<file path="config.mk">
export PLATFORM = sky130hd
export DESIGN_NAME = multi_cycle_controller_flat
export DESIGN_NICKNAME = d
export VERILOG_FILES = /design/src/rtl/multi_cycle_controller_if.sv /design/src/rtl/multi_cycle_controller.sv /design/src/flat_wrapper.sv
export SDC_FILE = /design/constraint.sdc
export NUM_CORES = 1
export LEC_CHECK = 0
export CORE_ASPECT_RATIO = 1.5
export CORE_MARGIN = 1.5
export CORE_UTILIZATION = 42
export CTS_CLUSTER_SIZE = 30
export DETAILED_ROUTE_END_ITERATION = 10
export GPL_ROUTABILITY_DRIVEN = 1
export HOLD_SLACK_MARGIN = 0.02
export PLACE_DENSITY = 0.76
export SLEW_MARGIN = 20
export SYNTH_ARGS = -nofsm -noshare
export SYNTH_HDL_FRONTEND = slang
export SYNTH_SLANG_ARGS = --single-unit
</file>
<file path="constraint.sdc">
create_clock -name clk -period 1.9 [get_ports clk]
set_input_delay 0.38 -clock clk [delete_from_list [all_inputs] [get_ports clk]]
set_output_delay 0.38 -clock clk [all_outputs]
set_load 0.01 [all_outputs]
</file>
<file path="src/rtl/multi_cycle_controller_if.sv">
// multi_cycle_controller_if: instruction fields, status and datapath controls of the multi-cycle MIPS controller
interface multi_cycle_controller_if;
  logic [5:0] OpCode;
  logic [5:0] Funct;
  logic       Zero;
  logic       mem_ready;
  logic       PCWrite;
  logic       IRWrite;
  logic       RegWrite;
  logic       MemWrite;
  logic       MemRead;
  logic       IorD;
  logic [1:0] RegDst;
  logic [1:0] MemtoReg;
  logic [1:0] ALUSrcA;
  logic [1:0] ALUSrcB;
  logic [2:0] ALUOp;
  logic [1:0] PCSource;
  logic       ExtOp;
  logic       LuiOp;
  logic [3:0] state;
  logic       instr_done;
  logic       illegal;
  modport master (
    input  OpCode, Funct, Zero, mem_ready,
    output PCWrite, IRWrite, RegWrite, MemWrite, MemRead, IorD, RegDst, MemtoReg,
           ALUSrcA, ALUSrcB, ALUOp, PCSource, ExtOp, LuiOp, state, instr_done, illegal
  );
  modport slave (
    output OpCode, Funct, Zero, mem_ready,
    input  PCWrite, IRWrite, RegWrite, MemWrite, MemRead, IorD, RegDst, MemtoReg,
           ALUSrcA, ALUSrcB, ALUOp, PCSource, ExtOp, LuiOp, state, instr_done, illegal
  );
endinterface

</file>
<file path="src/rtl/multi_cycle_controller.sv">
// multi_cycle_controller: main control FSM sequencing the multi-cycle MIPS datapath
module multi_cycle_controller (
  input logic clk,
  input logic reset,
  multi_cycle_controller_if.master bus
);
  typedef enum logic [3:0] {
    S_IF = 4'd0, S_ID = 4'd1, S_MADDR = 4'd2, S_MRD = 4'd3, S_MWB = 4'd4, S_MWR = 4'd5,
    S_REX = 4'd6, S_RWB = 4'd7, S_IEX = 4'd8, S_IWB = 4'd9, S_BR = 4'd10, S_JMP = 4'd11
  } state_t;
  state_t st, nx;
  logic [5:0] op_q, fn_q;
  logic rfn_ok, id_ok;
  // state register; opcode and funct captured while decoding
  always_ff @(posedge clk) begin
    if (!reset) begin
      st <= S_IF;
      op_q <= '0;
      fn_q <= '0;
    end else begin
      st <= nx;
      if (st == S_ID) begin
        op_q <= bus.OpCode;
        fn_q <= bus.Funct;
      end
    end
  end
  // legality of the live instruction fields seen in ID
  always_comb begin
    rfn_ok = bus.Funct inside {6'h00, 6'h02, 6'h03, 6'h08, 6'h09, [6'h20:6'h27], 6'h2A, 6'h2B};
    id_ok = bus.OpCode inside {6'h23, 6'h2B, 6'h08, 6'h09, 6'h0A, 6'h0B, 6'h0C, 6'h0D, 6'h0F,
                               6'h04, 6'h05, 6'h02, 6'h03} || (bus.OpCode == 6'h00 && rfn_ok);
  end
  // next state and all datapath controls; everything is forced low during reset
  always_comb begin
    nx = S_IF;
    bus.PCWrite = 1'b0;
    bus.IRWrite = 1'b0;
    bus.RegWrite = 1'b0;
    bus.MemWrite = 1'b0;
    bus.MemRead = 1'b0;
    bus.IorD = 1'b0;
    bus.RegDst = 2'd0;
    bus.MemtoReg = 2'd0;
    bus.ALUSrcA = 2'd0;
    bus.ALUSrcB = 2'd0;
    bus.ALUOp = 3'd0;
    bus.PCSource = 2'd0;
    bus.ExtOp = 1'b0;
    bus.LuiOp = 1'b0;
    bus.instr_done = 1'b0;
    bus.illegal = 1'b0;
    bus.state = reset ? st : S_IF;
    if (reset) begin
      case (st)
        S_IF: begin
          bus.MemRead = 1'b1;
          bus.ALUSrcB = 2'd1;
          bus.IRWrite = bus.mem_ready;
          bus.PCWrite = bus.mem_ready;
          nx = bus.mem_ready ? S_ID : S_IF;
        end
        S_ID: begin
          bus.ALUSrcB = 2'd3;
          bus.ExtOp = 1'b1;
          bus.illegal = !id_ok;
          bus.instr_done = !id_ok;
          nx = !id_ok ? S_IF :
               bus.OpCode inside {6'h23, 6'h2B} ? S_MADDR :
               bus.OpCode == 6'h00 ? S_REX :
               bus.OpCode inside {6'h04, 6'h05} ? S_BR :
               bus.OpCode inside {6'h02, 6'h03} ? S_JMP : S_IEX;
        end
        S_MADDR: begin
          bus.ALUSrcA = 2'd1;
          bus.ALUSrcB = 2'd2;
          bus.ExtOp = 1'b1;
          nx = op_q == 6'h23 ? S_MRD : S_MWR;
        end
        S_MRD: begin
          bus.MemRead = 1'b1;
          bus.IorD = 1'b1;
          nx = bus.mem_ready ? S_MWB : S_MRD;
        end
        S_MWB: begin
          bus.RegWrite = 1'b1;
          bus.MemtoReg = 2'd1;
          bus.instr_done = 1'b1;
        end
        S_MWR: begin
          bus.MemWrite = 1'b1;
          bus.IorD = 1'b1;
          bus.instr_done = bus.mem_ready;
          nx = bus.mem_ready ? S_IF : S_MWR;
        end
        S_REX: begin
          bus.ALUSrcA = fn_q inside {6'h00, 6'h02, 6'h03} ? 2'd2 : 2'd1;
          bus.ALUOp = 3'd2;
          bus.PCWrite = fn_q inside {6'h08, 6'h09};
          bus.PCSource = fn_q inside {6'h08, 6'h09} ? 2'd3 : 2'd0;
          bus.instr_done = fn_q inside {6'h08, 6'h09};
          bus.RegWrite = fn_q == 6'h09;
          bus.RegDst = fn_q == 6'h09 ? 2'd1 : 2'd0;
          bus.MemtoReg = fn_q == 6'h09 ? 2'd2 : 2'd0;
          nx = fn_q inside {6'h08, 6'h09} ? S_IF : S_RWB;
        end
        S_RWB: begin
          bus.RegWrite = 1'b1;
          bus.RegDst = 2'd1;
          bus.instr_done = 1'b1;
        end
        S_IEX: begin
          bus.ALUSrcA = 2'd1;
          bus.ALUSrcB = 2'd2;
          bus.ALUOp = op_q == 6'h0A ? 3'd6 : op_q == 6'h0B ? 3'd7 :
                      op_q == 6'h0C ? 3'd3 : op_q == 6'h0D ? 3'd4 : 3'd0;
          bus.ExtOp = op_q inside {6'h08, 6'h09, 6'h0A, 6'h0B};
          bus.LuiOp = op_q == 6'h0F;
          nx = S_IWB;
        end
        S_IWB: begin
          bus.RegWrite = 1'b1;
          bus.instr_done = 1'b1;
        end
        S_BR: begin
          bus.ALUSrcA = 2'd1;
          bus.ALUOp = 3'd1;
          bus.PCSource = 2'd1;
          bus.PCWrite = op_q == 6'h04 ? bus.Zero : !bus.Zero;
          bus.instr_done = 1'b1;
        end
        S_JMP: begin
          bus.PCWrite = 1'b1;
          bus.PCSource = 2'd2;
          bus.instr_done = 1'b1;
          bus.RegWrite = op_q == 6'h03;
          bus.RegDst = op_q == 6'h03 ? 2'd2 : 2'd0;
          bus.MemtoReg = op_q == 6'h03 ? 2'd2 : 2'd0;
        end
        default: nx = S_IF;
      endcase
    end
  end
endmodule
</file>
<file path="src/flat_wrapper.sv">
// flat-port wrapper written by rule: the top's interface ports become plain ports
module multi_cycle_controller_flat 
  (clk, reset, bus_OpCode, bus_Funct, bus_Zero, bus_mem_ready, bus_PCWrite, bus_IRWrite, bus_RegWrite, bus_MemWrite, bus_MemRead, bus_IorD, bus_RegDst, bus_MemtoReg, bus_ALUSrcA, bus_ALUSrcB, bus_ALUOp, bus_PCSource, bus_ExtOp, bus_LuiOp, bus_state, bus_instr_done, bus_illegal);
  multi_cycle_controller_if bus_i ();
  input logic clk;
  input logic reset;
  input wire logic [$bits(bus_i.OpCode)-1:0] bus_OpCode;
  input wire logic [$bits(bus_i.Funct)-1:0] bus_Funct;
  input wire logic [$bits(bus_i.Zero)-1:0] bus_Zero;
  input wire logic [$bits(bus_i.mem_ready)-1:0] bus_mem_ready;
  output wire logic [$bits(bus_i.PCWrite)-1:0] bus_PCWrite;
  output wire logic [$bits(bus_i.IRWrite)-1:0] bus_IRWrite;
  output wire logic [$bits(bus_i.RegWrite)-1:0] bus_RegWrite;
  output wire logic [$bits(bus_i.MemWrite)-1:0] bus_MemWrite;
  output wire logic [$bits(bus_i.MemRead)-1:0] bus_MemRead;
  output wire logic [$bits(bus_i.IorD)-1:0] bus_IorD;
  output wire logic [$bits(bus_i.RegDst)-1:0] bus_RegDst;
  output wire logic [$bits(bus_i.MemtoReg)-1:0] bus_MemtoReg;
  output wire logic [$bits(bus_i.ALUSrcA)-1:0] bus_ALUSrcA;
  output wire logic [$bits(bus_i.ALUSrcB)-1:0] bus_ALUSrcB;
  output wire logic [$bits(bus_i.ALUOp)-1:0] bus_ALUOp;
  output wire logic [$bits(bus_i.PCSource)-1:0] bus_PCSource;
  output wire logic [$bits(bus_i.ExtOp)-1:0] bus_ExtOp;
  output wire logic [$bits(bus_i.LuiOp)-1:0] bus_LuiOp;
  output wire logic [$bits(bus_i.state)-1:0] bus_state;
  output wire logic [$bits(bus_i.instr_done)-1:0] bus_instr_done;
  output wire logic [$bits(bus_i.illegal)-1:0] bus_illegal;
  assign bus_i.OpCode = bus_OpCode;
  assign bus_i.Funct = bus_Funct;
  assign bus_i.Zero = bus_Zero;
  assign bus_i.mem_ready = bus_mem_ready;
  assign bus_PCWrite = bus_i.PCWrite;
  assign bus_IRWrite = bus_i.IRWrite;
  assign bus_RegWrite = bus_i.RegWrite;
  assign bus_MemWrite = bus_i.MemWrite;
  assign bus_MemRead = bus_i.MemRead;
  assign bus_IorD = bus_i.IorD;
  assign bus_RegDst = bus_i.RegDst;
  assign bus_MemtoReg = bus_i.MemtoReg;
  assign bus_ALUSrcA = bus_i.ALUSrcA;
  assign bus_ALUSrcB = bus_i.ALUSrcB;
  assign bus_ALUOp = bus_i.ALUOp;
  assign bus_PCSource = bus_i.PCSource;
  assign bus_ExtOp = bus_i.ExtOp;
  assign bus_LuiOp = bus_i.LuiOp;
  assign bus_state = bus_i.state;
  assign bus_instr_done = bus_i.instr_done;
  assign bus_illegal = bus_i.illegal;
  multi_cycle_controller u_core (.clk(clk), .reset(reset), .bus(bus_i));
endmodule
</file>
==> flow_metrics.env, run 1 <==
export IMPL_antenna_found_initial=0
export IMPL_die_area_mm2=0.00367
export IMPL_p_per_area_mw_per_mm2=369
export IMPL_htree_levels=1
export IMPL_ir_drop_mv=0.441
export IMPL_clock_latency_ns=0.25
export IMPL_hold_buffers=0
export IMPL_slowest_stage="or3_4"
export IMPL_synth_commonest_cells="nand2_1, a21oi_1, nor2_1, dfxtp_1, o21ai_0"
export IMPL_drt_iter0_markers=160
export IMPL_cts_tree="yes"
export IMPL_ioPinCount=43
export IMPL_fillers=174
export IMPL_core_area_mm2=0.00316
export IMPL_worstSetupEndpointType="output pin"
export IMPL_synth_flop_cell="dfxtp_1"
export IMPL_cts_buffers=3
export IMPL_violations="negative setup slack"
export IMPL_grt_pass1_wl_mm=9.79
export IMPL_fin_skew_ns=0.00457
export IMPL_grtUsageTotal_pct=34.8
export IMPL_grt_max_degree=13
export IMPL_via_per_inst=6.20
export IMPL_setup_ws_ns=-0.406
export IMPL_clk_pin_slew_ns=0.05
export IMPL_p_leak_nw=1.20
export IMPL_ys_top_cells_by_area="dfxtp_1, nand2_1, a21oi_1"
export IMPL_die_x_um=50.0
export IMPL_synthesis_nets=230
export IMPL_worstPathRequired_ns=1.52
export IMPL_vias=2320
export IMPL_fin_nets=352
export IMPL_max_stage_delay_ns=0.40
export IMPL_hold_path_class="reg -> reg"
export IMPL_drc=0
export IMPL_async_reset_ff_share_pct=0
export IMPL_io_buffers=42
export IMPL_placed_cells=353
export IMPL_cp_start_kind="flop"
export IMPL_finalSetupTns_ns=-3.13
export IMPL_cp_max_fo=3
export IMPL_synth_edf_count=0
export IMPL_synth_warnings=0
export IMPL_syn_inst=214
export IMPL_final_util_pct=85.6
export IMPL_first_pass_iters=6
export IMPL_avgSynthCellArea_um2=6.49
export IMPL_postRouteAntennaNets=0
export IMPL_yosysMostFrequentCell="nand2_1"
export IMPL_max_cap_violations=0
export IMPL_wl_per_cell_um=19.8
export IMPL_hpwl_mm=4.15
export IMPL_setup_violations=13
export IMPL_yosysTopAreaCell="dfxtp_1"
export IMPL_crit_top_cell="buf_6"
export IMPL_overflow=0
export IMPL_synth_top_area_share_pct=23.1
export IMPL_drive_above_1_share_pct=48.2
export IMPL_worstSetupPathType="reg -> out"
export IMPL_whs_ns=0.456
export IMPL_gp_congestion=0.873
export IMPL_slew_viol_final=0
export IMPL_clk_path_buf_depth=2
export IMPL_totalWireLength_mm=7.39
export IMPL_max_slew_margin_pct=64.9
export IMPL_ys_types=49
export IMPL_min_period_ns=2.31
export IMPL_period_share_pct=121
export IMPL_yosysSeqAreaShare_pct=23.1
export IMPL_first_global_vias=2161
export IMPL_final_cells=374
export IMPL_rsz0062_at_grt="true"
export IMPL_synth_area_mm2=0.00139
export IMPL_clkSinkCount=16
export IMPL_crit_chain="or3_4, nor3b_4, buf_6, buf_6, o2bb2ai_2, nor3_2, o21a_1, buf_2"
export IMPL_area_growth_synth_to_final_pct=94.7
export IMPL_status="finished, violations left"
export IMPL_hold_violations=0
export IMPL_die_h_um=73.4
export IMPL_placementRows=25
export IMPL_cp_data_arrival_time_ns=1.93
export IMPL_diodes=0
export IMPL_max_freq_mhz=434
export IMPL_synth_seq_cells=16
export IMPL_start_util_pct=44.0
export IMPL_tightest_slew_ns=0.526
export IMPL_cts_root_buf="clkbuf_8"
==> per-stage QoR <==
step | area (µm²) | total power, W | setup WS (ns)
after floorplan | 1400 | 0.000494 | 0.0000879
after global placement | 2330 | 0.000666 | -1.05
after detailed placement | 2330 | 0.000674 | -1.30
after CTS | 2540 | 0.000954 | -0.383
after global routing | 2700 | 0.00103 | -0.448
final | 2700 | 0.000999 | -0.406
==> logic make-up (layout without fill, tap and decap cells) <==
group,count (synthesis),after routing,share of synthesized area (%)
muxes,1,1,0.721
xor gates and xnor gates,3,3,1.89
buffers and inverters,20,140,6.22
and+or+nand+nor,116,116,42.7
DFF,16,16,23.1
AOI/OAI and AO/OA,58,58,25.4
==> timing repair <==
| item | 4_1_cts | 5_1_grt |
|---|---|---|
| cloned | 1 | 0 |
| resized for setup | 137 | 40 |
| pin swaps | 21 | 20 |
| setup endpoints to repair | 30 | 20 |
| setup buffers | 12 | 6 |
==> layer usage <==
layer,vias up,GRT usage (%),routed length (µm)
li1,1004,-,-
met1,1089,33.4,2640
met2,162,66.4,3720
met3,65,3.46,421
met4,0,27.2,609
met5,-,0,0
==> layout by cell type, fill, tap and decap left out, types with 2 or more instances in the layout <==
cell type / n
xnor2_1: 2
a31oi_1: 2
o21ai_0: 9
dlygate4sd2_1: 13
o21ai_1: 3
dfxtp_2: 2
nor2_1: 13
nand2b_1: 4
clkbuf_8: 3
dfxtp_1: 11
nor3_4: 2
clkdlybuf4s50_1: 5
nand3b_1: 2
a21oi_2: 4
clkdlybuf4s15_1: 2
inv_1: 6
nand2_1: 42
dfxtp_4: 3
inv_2: 2
a21oi_1: 19
and3_1: 4
o21ai_2: 3
buf_4: 72
nor3_1: 6
o22ai_1: 2
nor2_2: 2
nor2_4: 3
buf_2: 16
nor3b_2: 2
o21a_1: 3
nor3_2: 3
nor2b_2: 3
nand3_1: 5
buf_6: 17
and2_1: 4
clkdlybuf4s15_2: 2
nor4_4: 3
==> path summary, 6_finish.rpt <==
| check | from | end | slack, ns | depth (start not counted) |
|---|---|---|---|---|
| worst max-delay path | u_core.fn_q[5] | bus_instr_done | -0.41 | 8 |
| worst min-delay path | u_core.fn_q[2] | u_core.fn_q[2] | 0.46 | 2 |
| worst max register to register | u_core.fn_q[5] | u_core.st[2] | 0.08 | 8 |
| worst min register to register | u_core.fn_q[2] | u_core.fn_q[2] | 0.46 | 2 |
==> worst max-delay path, delay by kind of cell, from the launching register on <==
family	cells	cell delay, ns
buffers and inverters	3	0.37
AO/OA/AOI/OAI	2	0.21
AND/OR/NAND/NOR	3	0.78
flip-flops	1	0.32
==> flip-flops by register name (all words and copies together), names as in the netlist <==
signal and cells:
u_core.fn_q 6, u_core.op_q 6, u_core.st 4
==> power breakdown <==
part | internal, W | total (W) | switching [W]
clock | 0.000141 | 0.000253 | 0.000112
sequential | 0.000349 | 0.000365 | 0.0000163
combinational | 0.000185 | 0.000381 | 0.000196
total | 0.000675 | 0.000999 | 0.000324
==> final cells by class <==
type,instances,area [µm²],area share [%]
clock buffer,3,41.3,1.53
inverter,8,30.0,1.11
multi-input combinational,178,1210,44.8
sequential,16,334,12.4
tap,40,50.0,1.85
timing repair buffer,129,1040,38.3
Note: power is estimated with default switching activity, not from simulation.
==> inputs of run 2 (changes only) <==
--- a/config.mk
+++ b/config.mk
@@ -8,12 +8,11 @@
 export CORE_ASPECT_RATIO = 1.5
 export CORE_MARGIN = 1.5
 export CORE_UTILIZATION = 42
-export CTS_CLUSTER_SIZE = 30
+export CTS_CLUSTER_SIZE = 24
 export DETAILED_ROUTE_END_ITERATION = 10
 export GPL_ROUTABILITY_DRIVEN = 1
 export HOLD_SLACK_MARGIN = 0.02
 export PLACE_DENSITY = 0.76
-export SLEW_MARGIN = 20
 export SYNTH_ARGS = -nofsm -noshare
 export SYNTH_HDL_FRONTEND = slang
 export SYNTH_SLANG_ARGS = --single-unit
==> results of run 2 <==
The final DEF is identical to that of run 1; final timing and power are the same.
